`src/rtl/mlp_train_sequencer_pkg.sv`:
```
// Shared types for the MLP training datapath: sequencer state encoding and
// the perceptron activation helper.
package Common;

    typedef enum logic [2:0] {
        IDLE   = 3'd0,
        INIT   = 3'd1,
        LOAD   = 3'd2,
        UPDATE = 3'd3,
        DONE   = 3'd4
    } seq_state_t;

    // Step activation used by the perceptrons: fires on a non-negative net sum.
    function automatic logic act_func(input logic signed [15:0] net);
        return !net[15];
    endfunction

endpackage

```
`src/rtl/mlp_train_sequencer.sv`:
```
// Training sequencer for a small MLP: walks the sample store once per epoch,
// holds each sample long enough for the forward/backward chain to settle, then
// issues a one-cycle weight-update pulse. Optionally re-initialises weights first.
module mlp_train_sequencer
    import Common::*;
#(
    parameter int NUM_SAMPLES   = 4,
    parameter int SETTLE_CYCLES = 2,
    parameter int EPOCH_W       = 16
) (
    input  logic                clk,
    input  logic                rst,
    input  logic                start,
    input  logic                reinit,
    input  logic [EPOCH_W-1:0]  num_epochs,
    input  logic                abort,
    output logic                weight_init,
    output logic [((NUM_SAMPLES > 1) ? $clog2(NUM_SAMPLES) : 1)-1:0] sample_idx,
    output logic                sample_valid,
    output logic                training,
    output logic [EPOCH_W-1:0]  epoch_count,
    output logic                busy,
    output logic                done
);

    localparam int IDX_W = (NUM_SAMPLES > 1) ? $clog2(NUM_SAMPLES) : 1;
    localparam int SET_W = (SETTLE_CYCLES > 1) ? $clog2(SETTLE_CYCLES) : 1;
    localparam logic [IDX_W-1:0] IDX_LAST    = IDX_W'(NUM_SAMPLES - 1);
    localparam logic [SET_W-1:0] SETTLE_LAST = SET_W'(SETTLE_CYCLES - 1);

    seq_state_t         state_q, state_d;
    logic [IDX_W-1:0]   idx_q, idx_d;
    logic [EPOCH_W-1:0] epoch_q, epoch_d;
    logic [EPOCH_W-1:0] target_q, target_d;
    logic [SET_W-1:0]   settle_q, settle_d;
    logic [EPOCH_W-1:0] epoch_inc;

    assign epoch_inc = epoch_q + 1'b1;

    // Next-state and counter updates; abort overrides every transition out of a busy state.
    always_comb begin
        state_d  = state_q;
        idx_d    = idx_q;
        epoch_d  = epoch_q;
        target_d = target_q;
        settle_d = settle_q;

        case (state_q)
            IDLE: begin
                if (start) begin
                    target_d = num_epochs;
                    idx_d    = '0;
                    epoch_d  = '0;
                    settle_d = '0;
                    if (num_epochs == '0) begin
                        state_d = DONE;
                    end else if (reinit) begin
                        state_d = INIT;
                    end else begin
                        state_d = LOAD;
                    end
                end
            end
            INIT: begin
                idx_d    = '0;
                epoch_d  = '0;
                settle_d = '0;
                state_d  = LOAD;
            end
            LOAD: begin
                if (settle_q == SETTLE_LAST) begin
                    settle_d = '0;
                    state_d  = UPDATE;
                end else begin
                    settle_d = settle_q + 1'b1;
                end
            end
            UPDATE: begin
                settle_d = '0;
                if (idx_q != IDX_LAST) begin
                    idx_d   = idx_q + 1'b1;
                    state_d = LOAD;
                end else begin
                    idx_d   = '0;
                    epoch_d = epoch_inc;
                    if (epoch_inc == target_q) begin
                        state_d = DONE;
                    end else begin
                        state_d = LOAD;
                    end
                end
            end
            DONE: begin
                state_d = IDLE;
            end
            default: begin
                state_d = IDLE;
            end
        endcase

        if (abort && (state_q != IDLE)) begin
            state_d  = IDLE;
            idx_d    = idx_q;
            epoch_d  = epoch_q;
            settle_d = '0;
        end
    end

    // State and counter registers with synchronous reset.
    always_ff @(posedge clk) begin
        if (rst) begin
            state_q  <= IDLE;
            idx_q    <= '0;
            epoch_q  <= '0;
            target_q <= '0;
            settle_q <= '0;
        end else begin
            state_q  <= state_d;
            idx_q    <= idx_d;
            epoch_q  <= epoch_d;
            target_q <= target_d;
            settle_q <= settle_d;
        end
    end

    // Outputs decoded purely from registered state, so the pulses are glitch-free and exclusive.
    always_comb begin
        weight_init  = (state_q == INIT);
        sample_valid = (state_q == LOAD) || (state_q == UPDATE);
        training     = (state_q == UPDATE);
        done         = (state_q == DONE);
        busy         = (state_q != IDLE);
        sample_idx   = idx_q;
        epoch_count  = epoch_q;
    end

endmodule

```
`config.mk`:
```
export PLATFORM = sky130hd
export DESIGN_NAME = mlp_train_sequencer
export DESIGN_NICKNAME = d
export VERILOG_FILES = /design/src/rtl/mlp_train_sequencer_pkg.sv /design/src/rtl/mlp_train_sequencer.sv
export SDC_FILE = /design/constraint.sdc
export NUM_CORES = 1
export LEC_CHECK = 0
export CORE_ASPECT_RATIO = 0.8
export CORE_MARGIN = 1
export CORE_UTILIZATION = 52
export DETAILED_ROUTE_END_ITERATION = 6
export PLACE_DENSITY = 0.78
export SYNTH_ARGS = -nofsm -noshare
export SYNTH_HDL_FRONTEND = slang
export SYNTH_SLANG_ARGS = --single-unit
```
`constraint.sdc`:
```
create_clock -name clk -period 2.7 [get_ports clk]
set_input_delay 0.27 -clock clk [delete_from_list [all_inputs] [get_ports clk]]
set_output_delay 0.27 -clock clk [all_outputs]
set_load 0.02 [all_outputs]
```
* Word level (Yosys, flattened, before mapping)
Cells that the tools add are included.
** Storage, ports and cells
- Bits in registers :: 38
- Output and inout bits :: 23
- Logic and storage cells :: 48
** Cells by class
- $add $sub $neg :: 3
- Equal/unequal tests :: 9
- Muxes and demuxes :: 16
- Bitwise logic cells :: 1
- Reduce and logical (&&, ||, !) cells :: 14
** Operators by type and width (number)
- $pmux 16 s3 :: 1
- $mux 16 :: 2
- $add 16x1->16 const B :: 1
- $eq 16x16->1 :: 1
- $logic_not 16->1 :: 1
- $mux 3 :: 5
- $pmux 3 s4 :: 1
- $reduce_bool 3->1 :: 3
- $ne 2x2->1 const B :: 4
- $eq 3x2->1 const B :: 2
- $mux 2 :: 3
- $pmux 2 s3 :: 1
- $reduce_and 2->1 :: 3
- $reduce_and 4->1 :: 1
- $reduce_or 2->1 :: 2
- $eq 3x1->1 const B :: 1
- $eq 3x3->1 const B :: 1
- $logic_not 3->1 :: 1
- $pmux 1 s3 :: 1
- $reduce_and 3->1 :: 1
- $add 2x1->2 const B :: 1
- $mux 1 :: 2
- $add 1x1->1 const B :: 1
- $logic_and 1x1->1 :: 1
- other kinds (2) :: 2

* Logic depth before layout (Yosys ltp)
Gate-level depths: netlist of the first run.
- Word-level depth :: 5
- Mapped depth :: 11

* Worst setup path after synthesis of the first run
OpenSTA, ideal clock, no wires.
- Path kind :: reg2reg
- From :: register epoch_q[0], in the netlist epoch_count[0]
- To :: register state_q[1]
- Arrival time :: 2.092 ns
- Data required time :: 2.576 ns
- Path slack :: 0.485 ns
- Cell stages (with the launch flop) :: 9
- Buffers on the path :: 1
- Cells stage by stage :: dfxtp_1 ha_1 buf_2 nand4_1 nor4_4 xnor2_1 a2111oi_4 and4b_1 a31oi_1
** Between the ends
- Word-level cells in the longest chain between the ends :: 5
** RTL lines
- start: declaration :: line mlp_train_sequencer.sv:33 : logic [EPOCH_W-1:0] epoch_q, epoch_d;
- start signal: assignment :: line mlp_train_sequencer.sv:120 : epoch_q <= epoch_d;
- $add 16x1->16 :: line mlp_train_sequencer.sv:38 : assign epoch_inc = epoch_q + 1'b1;
- $eq 16x16->1 :: line mlp_train_sequencer.sv:86 : if (epoch_inc == target_q) begin
- $mux 3 :: line mlp_train_sequencer.sv:86
- $mux 3 :: line mlp_train_sequencer.sv:80 : if (idx_q != IDX_LAST) begin
- $pmux 3 s4 :: line mlp_train_sequencer.sv:48 : case (state_q)
- end signal: assignment :: line mlp_train_sequencer.sv:118 : state_q <= state_d;
- end: declaration :: line mlp_train_sequencer.sv:31 : seq_state_t state_q, state_d;
Every way passes these cells.
A chain may end at the register's enable or synchronous reset.

* Final worst setup path of the first run
- From :: register state_q[1]
- To :: register epoch_q[7], in the netlist epoch_count[7]
** Between the ends
- Word-level cells in the longest chain between the ends :: 4
- Elaborated cells on any way between the ends :: 11
- Those cells by class :: eq/ne: 4; mux: 1; bitwise: 1; reduce/logical: 5
** RTL lines
- branches (longest 4 deep; another with $reduce_and 4->1)
Parallel ways; which one is timed is not known.

==> metrics.md, run 1 <==
| Metric | Value |
|---|---|
| Largest net degree at the start of global routing | `27` |
| Status | `completed` |
| Share of cells above drive strength 1 | `7.385%` |
| Post-cts resize count | `0` |
| Final setup viols | `0` |
| CP Max Fanout | `14` |
| Syn avg cell area | `~8 um^2` |
| DRT iter0 DRCs | `between 150 and 200` |
| # DRC | `0` |
| # fillers | `roughly 400` |
| Setup Buffers After CTS | `0` |
| Post-route clock period utilization | `83.10%` |
| Asr flop ratio synth | `0%` |
| Critical Path AT | `2.43 ns` |
| Chip height | `about 62 um` |
| Num Clock Sinks | `38` |
| WL/cell | `15.15 um` |
| Diodes inserted | `0` |
| Final Cell Area | `2814 um^2` |
| Vias per inst | `5.914` |
| Top-area cell type share of the netlist area | `32.41%` |
| Synthesized net count | `314` |
| Die ar. | `around 4800 um^2` |
| EDFF count, synth | `0` |
| Synth cell types | `60` |
| Total power | `1.179 mW` |
| Clock slew at reported path FFs | `0.07 ns` |
| Critical path type | `register to register` |
| Fin. Hold Viols | `0` |
| Commonest cells post-synth | `nand2_1, dfxtp_1, a21oi_1, o21ai_0` |
| Max-slew violations | `0` |
| Grt ovf | `0` |
| Seq/Total Area, Yosys | `32.41%` |
| Slew headroom | `about half` |
| Flops & latches, synth | `38` |
| Area Overhead vs Synth | `19.88%` |
| Starting density of the core | `55.14%` |
| Hold_buf cts | `0` |
| Max-Cap Viols | `0` |
| Placed wire-length estimate | `~4400 um` |
| Top-Level Pins | `44` |
| Clk_skew | `about 0.0062 ns` |
| Mapped cell area | `approximately 2300 um^2` |
| Synth top area cells | `dfxtp_1, nand2_1, xnor2_1, a21oi_1, o21ai_0` |
| Leak | `0.9605 nW` |
| Max rail drop VDD | `0.2486 mV` |
| Vias after detailed routing | `2,259` |
| Core Box Area | `~4300 um^2` |
| First drt pass iteration count | `5` |
| CTS tree | `built` |
| Global-route usage over all layers | `25.30%` |
| Final WL | `5786 um` |
| TNS Setup | `0 ns` |
| HP Class | `register to register` |
| Synth area leader | `dfxtp_1` |
| Vias in the first global route | `1,941` |
| Die X | `77.12 um` |
| Critical Path Source | `state_q[1]$_SDFFE_PP0P_` |
| FMAX | `445.7 MHz` |
| Startpoint Class | `register` |
| R2R setup slack | `0.46 ns` |
| Fin nets | `348` |
| Hold Path Origin | `target_q[10]$_SDFFE_PP0P_` |
| CP Capture Type | `register` |
| Final period demand of the worst path | `roughly 2.2 ns` |
| Ys flop type | `dfxtp_1` |
| Syn Inst Count | `291` |
| Initial antenna violation count | `0` |
| Worst-Margin Slew | `around 0.78 ns` |
| Area post-placement | `between 2000 and 3000 um^2` |
| CTS buffer count | `5` |
| Unrepaired setup endpoints after global routing | `no` |
| Worst r2r src | `state_q[1]$_SDFFE_PP0P_` |
| Clock tree buffer depth | `2` |
| Root buf cell | `clkbuf_8` |
| Worst-Skew Late Latency | `0.28 ns` |
| Req. time, crit path | `2.89 ns` |
| Yosys warns | `0` |
| DRT antenna net count | `0` |
| PortBufs | `43` |
| First-pass GRT wire length | `9315 um` |
| End-of-flow core utilization | `roughly two thirds` |
| H-tree Lvls | `2` |
| GP Congestion | `0.8638` |
| Top-count cell post-synth | `nand2_1` |
| Power density over the cells | `around 420 nW/um^2` |
| Std cell rows | `21` |
-- cells in the final DEF (no fill, tap or decap), types with 5 or more instances in the layout --
master,synthesis,routed
a21oi_1,28,28
clkbuf_8,4,5
clkdlybuf4s50_1,0,43
dfxtp_1,38,38
inv_1,8,8
nand2_1,43,43
nand3_1,6,6
nand4_1,8,8
nor2_1,18,18
nor3_1,6,6
nor4_1,6,6
o21ai_0,20,20
o31ai_1,7,7
xnor2_1,18,18
xor2_1,5,5
-- path summary, 6_finish.rpt --
path,depth (start not counted),end
setup / recovery,8,epoch_count[7]$_SDFFE_PP0P_
hold / removal,2,target_q[10]$_SDFFE_PP0P_
setup reg to reg,8,epoch_count[7]$_SDFFE_PP0P_
hold reg to reg,2,target_q[10]$_SDFFE_PP0P_
-- kinds of logic after synthesis --
logic type	synth area share [%]
and+or+nand+nor	29.43
buffers and inverters	7.462
adders and majority gates	1.066
xor gates and xnor gates	8.582
muxes	1.333
DFF	32.41
AOI/OAI and AO/OA	19.72
-- stage by stage --
stage          setup slack [ns]  instances  hold WS [ns]
2_1_floorplan            0.4846        291        0.3666
3_3_place_gp             0.3964        375        0.4565
3_5_place_dp             0.3232        375        0.4624
4_1_cts                  0.4903        382        0.4713
5_1_grt                  0.2545        382        0.4921
6_report                 0.4562        382        0.4679
-- routing by layer --
metal | up-vias | share of wire (%) | track usage, %
met5 | - | 0 | 0
met4 | 0 | 1.8 | 9.704
met3 | 12 | 7.7 | 5.401
li1 | 1107 | - | -
met1 | 1039 | 48 | 35.17
met2 | 101 | 43 | 39.16
-- where the power goes --
group / internal (mW) / switching (mW)
Clock: 0.178 / 0.178
Combinational: 0.102 / 0.107
Sequential: 0.586 / 0.0292
-- critical path: stages, from the launching register on --
cell and delay, ns:
dfxtp_1 0.52, nor2b_2 0.22, nand2_1 0.15, inv_2 0.15, o2111ai_2 0.18, or2_0 0.52
a21oi_1 0.23, o21ai_0 0.09, o41ai_1 0.08
-- cell type report --
class	count	area [um^2]	share of cell area, %
tap	57	71.32	2.534
timing repair buffer	47	460.4	16.36
sequential	38	760.7	27.03
multi-input combinational	224	1411	50.16
clock buffer	7	76.32	2.712
inverter	9	33.78	1.201
-- flip-flops by register name, indices dropped and copies added, names as in the netlist --
register and cells:
sample_idx 2, settle_q 1, target_q 16, state_q 3, epoch_count 16
Power figures use the tool's default switching activity.
==> run 2: changes to the inputs <==
--- a/config.mk
+++ b/config.mk
@@ -7,9 +7,9 @@
 export LEC_CHECK = 0
 export CORE_ASPECT_RATIO = 0.8
 export CORE_MARGIN = 1
-export CORE_UTILIZATION = 52
+export CORE_UTILIZATION = 47
 export DETAILED_ROUTE_END_ITERATION = 6
-export PLACE_DENSITY = 0.78
+export PLACE_DENSITY = 0.74
 export SYNTH_ARGS = -nofsm -noshare
 export SYNTH_HDL_FRONTEND = slang
 export SYNTH_SLANG_ARGS = --single-unit
==> constraint.sdc (replaced) <==
create_clock -name clk -period 1.83 [get_ports clk]
set_input_delay 0.183 -clock clk [delete_from_list [all_inputs] [get_ports clk]]
set_output_delay 0.183 -clock clk [all_outputs]
set_load 0.02 [all_outputs]
==> metrics.md, run 2 (same netlist as run 1, synthesis figures left out) <==
| Metric | Value |
|---|---|
| Final period demand of the worst path | `1.912 ns (was 2.244 ns)` |
| Seq. cell area | `775.7 um^2 (was 760.7 um^2)` |
| End-of-flow core utilization | `70.16% (was 66.11%)` |
| Worst r2r src | `epoch_count[1]$_SDFFE_PP0P_ (was state_q[1]$_SDFFE_PP0P_)` |
| Commonest non-fill, non-tap cell in the layout | `buf_4` |
| HP Class | `input pin to register (was register to register)` |
| Fin nets | `390 (was 348)` |
| Vias per inst | `5.533 (was 5.914)` |
| First drt pass iteration count | `4 (was 5)` |
| Seq pwr share | `47.4% (was 52.1%)` |
| GP Congestion | `0.8823 (was 0.8638)` |
| DRT iter0 DRCs | `92 (was 199)` |
| Final WL | `6361 um (was 5786 um)` |
| DRT antenna net count | `0 (unchanged)` |
| H-tree Lvls | `2 (unchanged)` |
| Critical Path Source | `epoch_count[1]$_SDFFE_PP0P_ (was state_q[1]$_SDFFE_PP0P_)` |
| Worst-Skew Late Latency | `0.29 ns (was 0.28 ns)` |
| Initial antenna violation count | `0 (unchanged)` |
| Max-Cap Viols | `0 (unchanged)` |
| First-pass GRT wire length | `10,720 um (was 9315 um)` |
| Hold_buf cts | `0 (unchanged)` |
| Req. time, crit path | `2.05 ns (was 2.89 ns)` |
| Hold Path Origin | `num_epochs[7] (was target_q[10]$_SDFFE_PP0P_)` |
| Startpoint Class | `register (unchanged)` |
| Share of cells above drive strength 1 | `23.10% (was 7.385%)` |
| Status | `complete, but fails checks (was completed)` |
| WL/cell | `14.86 um (was 15.15 um)` |
| # DRC | `0 (unchanged)` |
| Root buf cell | `clkbuf_8 (unchanged)` |
| Worst-Margin Slew | `0.5052 ns (was 0.7799 ns)` |
| Core Box Area | `4679 um^2 (was 4257 um^2)` |
| Clock tree buffer depth | `2 (unchanged)` |
| CP Capture Type | `register (unchanged)` |
| Total internal power | `1.393 mW (was 865.4 uW)` |
| FMAX | `522.9 MHz (was 445.7 MHz)` |
| Clk_skew | `0.01395 ns (was 0.006187 ns)` |
| Comb pwr share | `18.8% (was 17.7%)` |
| Unrepaired setup endpoints after global routing | `yes (was no)` |
| Grt ovf | `0 (unchanged)` |
| PortBufs | `43 (unchanged)` |
| CP Max Fanout | `6 (was 14)` |
| Post-route clock period utilization | `104.5% (was 83.10%)` |
| Vias after detailed routing | `2,368 (was 2,259)` |
| Vias in the first global route | `2,261 (was 1,941)` |
| Final WS setup | `-0.08228 ns (was 0.4562 ns)` |
| Num Clock Sinks | `38 (unchanged)` |
| Leak | `1.305 nW (was 0.9605 nW)` |
| CTS tree | `built (unchanged)` |
| Final Cell Area | `3283 um^2 (was 2814 um^2)` |
| Area Overhead vs Synth | `39.87% (was 19.88%)` |
| Area post-placement | `3133 um^2 (was 2738 um^2)` |
| CTS buffer count | `5 (unchanged)` |
| Max-slew violations | `0 (unchanged)` |
| Std cell rows | `22 (was 21)` |
| Failing checks | `setup timing` |
| Critical path type | `register to register (unchanged)` |
| Placed wire-length estimate | `4945 um (was 4414 um)` |
| Global-route usage over all layers | `26.46% (was 25.30%)` |
| Diodes inserted | `0 (unchanged)` |
| Area of the multi-input gates | `1506 um^2 (was 1411 um^2)` |
| # fillers | `384 (was 402)` |
| Commonest non-fill, non-tap cells in the layout | `buf_4, nand2_1, clkdlybuf4s50_1 (was nand2_1, clkdlybuf4s50_1, dfxtp_1)` |
| Largest net degree at the start of global routing | `18 (was 27)` |
| Die ar. | `5283 um^2 (was 4788 um^2)` |
| Die X | `81.01 um (was 77.12 um)` |
| Sw frac | `26.89% (was 26.63%)` |
| Clock slew at reported path FFs | `0.07 ns (about the same)` |
| Chip height | `65.21 um (was 62.10 um)` |
| Slew headroom | `66.32% (was 48.01%)` |
| Sw Pwr | `512.4 uW (was 314.1 uW)` |
| Top-Level Pins | `44 (unchanged)` |
| Fin. Hold Viols | `0 (unchanged)` |
| Final setup viols | `2 (was 0)` |
| Starting density of the core | `50.16% (was 55.14%)` |
| Power density over the cells | `580.4 nW/um^2 (was 419.2 nW/um^2)` |
| Clock power frac | `33.9% (was 30.2%)` |
| Max rail drop VDD | `0.3515 mV (was 0.2486 mV)` |
| Critical Path AT | `2.13 ns (was 2.43 ns)` |
[run 2: final cells by class]
cell class                      instances  area share [%]
Multi-Input combinational cell        224           45.88
Sequential cell                        38           23.63
Tap cell                               60           2.287
Inverter                                9           1.029
Clock buffer                            8           3.087
Timing Repair Buffer                   89           24.09
[run 2: critical path, cell delays in order (launching register included)]
cell     delay (ns)
dfxtp_4        0.39
ha_4           0.18
nand4_1        0.20
or3_4          0.42
mux2i_2        0.20
and4_1         0.21
nand4_1        0.10
a21oi_1        0.15
[run 2: stage by stage]
step	setup TNS [ns]	total power [mW]	std cells	hold WS, ns	worst slack (ns)
floorplan	-0.09860	1.129	291	0.2796	-0.06928
global placement	-0.2322	1.263	419	0.4587	-0.06550
detailed placement	-0.6926	1.274	419	0.4636	-0.1007
CTS	-0.08898	1.902	427	0.4735	-0.05061
global route	-1.291	2.005	428	0.4929	-0.1747
finish	-0.1624	1.906	428	0.4705	-0.08228
[run 2: layer usage]
metal  GRT usage, %  vias to the layer above  share of wire [%]
li1               -                     1191                  -
met1          34.22                     1082                 47
met2          42.23                       83                 44
met3          8.472                       12                7.0
met4          6.920                        0                1.6
met5              0                        -                  0
[run 2: path summary, 6_finish.rpt]
kind / to / slack (ns) / depth (start not counted)
worst max-delay path: state_q[2]$_SDFFE_PP0P_ / -0.08 / 7
worst min-delay path: target_q[7]$_SDFFE_PP0P_ / 0.47 / 3
worst max register to register: state_q[2]$_SDFFE_PP0P_ / -0.08 / 7
worst min register to register: target_q[12]$_SDFFE_PP0P_ / 0.47 / 2
[run 2: what timing repair did]
action	CTS	global route
resized for setup	5	9
pin swaps	1	1
endpoints found under the hold margin	0	0
setup endpoints to repair	5	18
setup buffers	0	1
[run 2: power by group through the flow]
stage | clock network, mW | logic, mW | registers [mW]
4_1_cts | 0.649 | 0.353 | 0.901
2_1_floorplan | 0 | 0.222 | 0.907
3_3_place_gp | 0 | 0.345 | 0.918
5_1_grt | 0.702 | 0.396 | 0.907
3_5_place_dp | 0 | 0.354 | 0.920
6_report | 0.645 | 0.358 | 0.903
